File: config.mk
export PLATFORM = sky130hd
export DESIGN_NAME = mem_arbiter_nm
export DESIGN_NICKNAME = d
export VERILOG_FILES = /design/src/rtl/mem_arbiter_nm.sv
export SDC_FILE = /design/constraint.sdc
export NUM_CORES = 1
export LEC_CHECK = 0
export BUFFER_PORTS_ARGS = -buffer_cell sky130_fd_sc_hd__buf_2
export CORE_AREA = 2 2 109 111
export DETAILED_ROUTE_END_ITERATION = 16
export DIE_AREA = 0 0 111 113
export GPL_ROUTABILITY_DRIVEN = 0
export GPL_TIMING_DRIVEN = 0
export REMOVE_ABC_BUFFERS = 1
export SYNTH_ARGS = -nofsm -noshare
export SYNTH_HDL_FRONTEND = slang
export SYNTH_SLANG_ARGS = --single-unit
File: constraint.sdc
create_clock -name clk -period 2.13 [get_ports clk]
set_input_delay 0.3195 -clock clk [delete_from_list [all_inputs] [get_ports clk]]
set_output_delay 0.3195 -clock clk [all_outputs]
set_load 0.05 [all_outputs]
File: src/rtl/mem_arbiter_nm.sv
// N-master arbiter onto one single-port synchronous RAM with 1-cycle read latency.
// Round-robin or fixed-priority selection, per-master grant mask, registered read return.
module mem_arbiter_nm #(
  parameter int unsigned NM        = 2,
  parameter int unsigned DW        = 32,
  parameter int unsigned AW        = 32,
  parameter int unsigned PRIO_MODE = 0
) (
  input  logic                 clk,
  input  logic                 rst,
  input  logic [NM-1:0]        m_req,
  input  logic [NM-1:0]        m_we,
  input  logic [NM*DW/8-1:0]   m_wstrb,
  input  logic [NM*AW-1:0]     m_addr,
  input  logic [NM*DW-1:0]     m_wdata,
  input  logic [NM-1:0]        m_mask,
  output logic [NM-1:0]        m_gnt,
  output logic [NM-1:0]        m_rvalid,
  output logic [DW-1:0]        m_rdata,
  output logic                 s_ren,
  output logic [DW/8-1:0]      s_wen,
  output logic [AW-1:0]        s_addr,
  output logic [DW-1:0]        s_wdata,
  input  logic [DW-1:0]        s_rdata
);

  localparam int unsigned BW = DW / 8;
  localparam int unsigned PW = (NM > 1) ? $clog2(NM) : 1;

  logic [NM-1:0] eligible;
  logic [PW-1:0] rr_ptr;
  logic [PW-1:0] gnt_idx;
  logic          gnt_vld;
  logic [PW-1:0] rd_owner;
  logic          rd_pend;

  assign eligible = m_req & ~m_mask;

  // Search eligible masters starting at rr_ptr (or at 0 in fixed-priority mode).
  always_comb begin : arb
    int unsigned idx;
    idx     = 0;
    gnt_idx = '0;
    gnt_vld = 1'b0;
    for (int unsigned off = 0; off < NM; off++) begin
      if (PRIO_MODE == 1) begin
        idx = off;
      end else begin
        idx = 32'(rr_ptr) + off;
        if (idx >= NM) idx = idx - NM;
      end
      if (!gnt_vld && eligible[PW'(idx)]) begin
        gnt_vld = 1'b1;
        gnt_idx = PW'(idx);
      end
    end
  end

  always_comb begin : gnt_dec
    m_gnt = '0;
    if (gnt_vld) m_gnt[gnt_idx] = 1'b1;
  end

  // Granted master drives the RAM port in the same cycle; idle port is all zeros.
  always_comb begin : ram_mux
    s_ren   = 1'b0;
    s_wen   = '0;
    s_addr  = '0;
    s_wdata = '0;
    if (gnt_vld) begin
      s_ren   = ~m_we[gnt_idx];
      s_wen   = m_wstrb[32'(gnt_idx)*BW +: BW] & {BW{m_we[gnt_idx]}};
      s_addr  = m_addr[32'(gnt_idx)*AW +: AW];
      s_wdata = m_wdata[32'(gnt_idx)*DW +: DW];
    end
  end

  always_ff @(posedge clk or posedge rst) begin : seq
    if (rst) begin
      rr_ptr   <= '0;
      rd_pend  <= 1'b0;
      rd_owner <= '0;
    end else begin
      rd_pend <= s_ren;
      if (s_ren) rd_owner <= gnt_idx;
      if (PRIO_MODE == 0 && gnt_vld)
        rr_ptr <= (gnt_idx == PW'(NM - 1)) ? '0 : gnt_idx + PW'(1);
    end
  end

  // Return path: owner decode of the pending read, data straight from the RAM.
  always_comb begin : rsp
    m_rvalid = '0;
    if (rd_pend) m_rvalid[rd_owner] = 1'b1;
  end

  assign m_rdata = s_rdata;

endmodule

==> summary.md <==
| Metric | Value |
|---|---|
| Status | finished clean |
| Clock root buffer | clkbuf_16 |
| Total power | 1210 uW |
| Cells after synthesis | 132 |
| Largest net degree at the start of global routing | 34 |
| Synth cell types | 21 |
| DR iter-0 viols | 36 |
| Worst-Skew Late Latency | 0.22 ns |
| Die area | 12500 um2 |
| ANT nets after route | 0 |
| Post-DP HPWL | 6.03 mm |
| First-pass DRT Iterations | 4 |
| Critical path class | flip-flop to output port |
| Vias | 1908 |
| Initial core utilization | 10.4% |
| Commonest cells post-synth | a22o_1 (57), buf_4 (33), buf_6 (10), a22o_2 (7) |
| Fmax | 0.483 GHz |
| # H-tree levels | 1 |
| Clock slew at reported path FFs | 0.03 ns |
| Power Dens Cells | 508 nW/um2 |
| Area of the core | 11300 um2 |
| Yosys top cell area share | 42.5% |
| Worst Setup End Kind | output port |
| I/O Buffers | 216 |
| Asr flop ratio synth | 100% |
| Avg Inst Size Synth | 8.90 um2 |
| Num CTS Buffers | 3 |
| Leakage Power | 0.00141 uW |
| Crit path largest cell delay | 0.46 ns |
| Critical Path RT | 1.81 ns |
| Synth area leader | a22o_1 |
| Worst rel slew slack | 60.4% |
| Final WL | 7.19 mm |
| Initial antenna violation count | 0 |
| DR WL/cell | 15.6 um |
| Worst path slowest cell | dfrtp_2 |
| Fin. Hold Viols | 0 |
| Vias per inst | 4.13 |
| Worst vdd ir | 0.000186 V |
| First-pass GRT wire length | 9.93 mm |
| Final min period | 2.07 ns |
| P&R area growth vs syn | 102% |
| CP Cell Sequence | a311oi_4 -> buf_4 -> buf_12 -> a22o_1 -> buf_2 |
| Number of synthesized flops with an enable pin | 0 |
| Critical path launch point type | flip-flop |
| Netlist Area Pre-Place | 1170 um2 |
| Diodes inserted | 0 |
| Nets | 496 |
| Max Root-Sink Buffers | 2 |
| CTS sink count | 3 |
| Most numerous cell in the Yosys netlist | a22o_1 |
| Max cap viols | 0 |
| Max Transition Viols Final | 0 |
| Area after DPL | 2130 um2 |
| Synthesis Warnings | 0 |
| GRT Total Usage | 10.3% |
| R2R setup slack | 0.82 ns |
| Crit path arrival time | 1.75 ns |
| Worst Skew | 0.000733 ns |
| CTS tree | yes |
| Core Util, Final | 21.1% |
| Num ports | 281 |
| Total grt overflow | 0 |
| Worst hold path class | input port to flip-flop |
| Remaining DRCs | 0 |
| Sequential element share of the synthesized area | 6.39% |
| Die Span Y | 113 um |
| Synth top area cells | a22o_1 (42%), buf_4 (21%), buf_6 (9.6%) |
| Least-Margin Pin Slew | 0.593 ns |
| Top FF cell, synth | dfrtp_1 |
| Share of post-route cells with drive strength above 1 | 77.4% |
| FF+latch count, synth | 3 |
| Crit path max fanout | 26 |
| Crit path buf inv count | 3 |
| Setup-failing EPs final | 0 |
| Std cell rows | 39 |
| Cell area after layout | 2380 um2 |
| Die Wd | 111 um |
| CP top delay family | buffers and inverters |
| Tcrit/Tclk final | 97.1% |
| Vias in the first global route | 1857 |
[worst register-to-register path: stages, from the launching register on]
cell     delay (ns)
dfrtp_2        0.46
nor3b_4        0.30
buf_4          0.18
nor3_1         0.06
a21o_1         0.19
[final timing paths]
kind	start	to	depth (start not counted)
worst max-delay path	rr_ptr$_DFFE_PP0P_	s_addr[11]	5
worst min-delay path	m_we[0]	rd_owner$_DFFE_PP0P_	3
worst max register to register	rr_ptr$_DFFE_PP0P_	rd_pend$_DFF_PP0_	4
worst min register to register	rd_owner$_DFFE_PP0P_	rd_owner$_DFFE_PP0P_	1
max in group asynchronous	rst	rr_ptr$_DFFE_PP0P_	3
min in group asynchronous	rst	rr_ptr$_DFFE_PP0P_	3
[kinds of logic after synthesis]
kind of cell | after synthesis | share of synthesized area, %
compound gates | 72 | 56.4
buf+inv | 50 | 33.1
flops | 3 | 6.39
simple gates | 7 | 4.05
[layout make-up]
| type | count | area [um2] |
|---|---|---|
| clock buffers | 4 | 78.8 |
| multi-input cells | 81 | 767 |
| repair buffers | 227 | 1260 |
| fillers | 1251 | 8890 |
| well taps | 143 | 179 |
| inverters | 4 | 15.0 |
| flip-flops and latches | 3 | 76.3 |
[metrics by stage]
stage	cells	hold slack, ns	setup slack [ns]	TNS, ns
global route	462	0.418	-0.00393	-0.00624
floorplan	86	0.0731	-2.00	-136.00
CTS	460	0.406	-0.00190	-0.00361
detailed placement	448	0.192	-0.300	-16.29
global placement	445	0.183	-2.39	-157.52
finish	462	0.405	0.0612	0
[layer usage]
metal | up-vias | wire, um | GRT usage [%]
li1 | 874 | - | -
met5 | - | 40 | 2.35
met2 | 193 | 3290 | 16.7
met3 | 4 | 1130 | 6.05
met1 | 835 | 2710 | 11.9
met4 | 2 | 19 | 1.50
[power breakdown]
part | internal, uW | leakage, uW | switching (uW)
sequential | 66.9 | 0.0000361 | 12.9
clock | 247 | 0.0000382 | 47.1
combinational | 290 | 0.00133 | 544
[state kept, by name (all words and copies together), names as in the netlist]
name / flops
rd_pend: 1
rd_owner: 1
rr_ptr: 1
[repair_timing]
| action | CTS | global route |
|---|---|---|
| pin swaps | 3 | 2 |
| setup buffers | 5 | 2 |
| hold buffers | 1 | 0 |
| gates resized for setup | 8 | 16 |
| endpoints found under the hold margin | 3 | 0 |
| cloned | 2 | 0 |
| endpoints found under the setup margin | 71 | 64 |
[placed cells by master, fill, tap and decap left out]
master,synthesis,final
inv_1,3,3
a32o_1,1,1
and2_1,1,1
inv_2,1,1
clkbuf_1,1,1
dfrtp_2,0,1
nor3b_2,1,1
a22o_2,7,7
a311oi_4,1,2
nor3_1,1,1
clkbuf_4,0,11
buf_4,33,12
nor2_4,0,2
buf_12,0,2
clkbuf_16,0,3
a2bb2oi_1,1,1
dlygate4sd3_1,0,1
nor2b_1,1,1
a21o_1,2,2
nand2b_1,1,1
nor3b_4,0,1
buf_2,2,199
buf_8,0,1
a22o_1,57,57
dfrtp_1,3,2
buf_16,0,1
a32o_2,3,3
No activity file was read; power rests on OpenSTA's default activity.
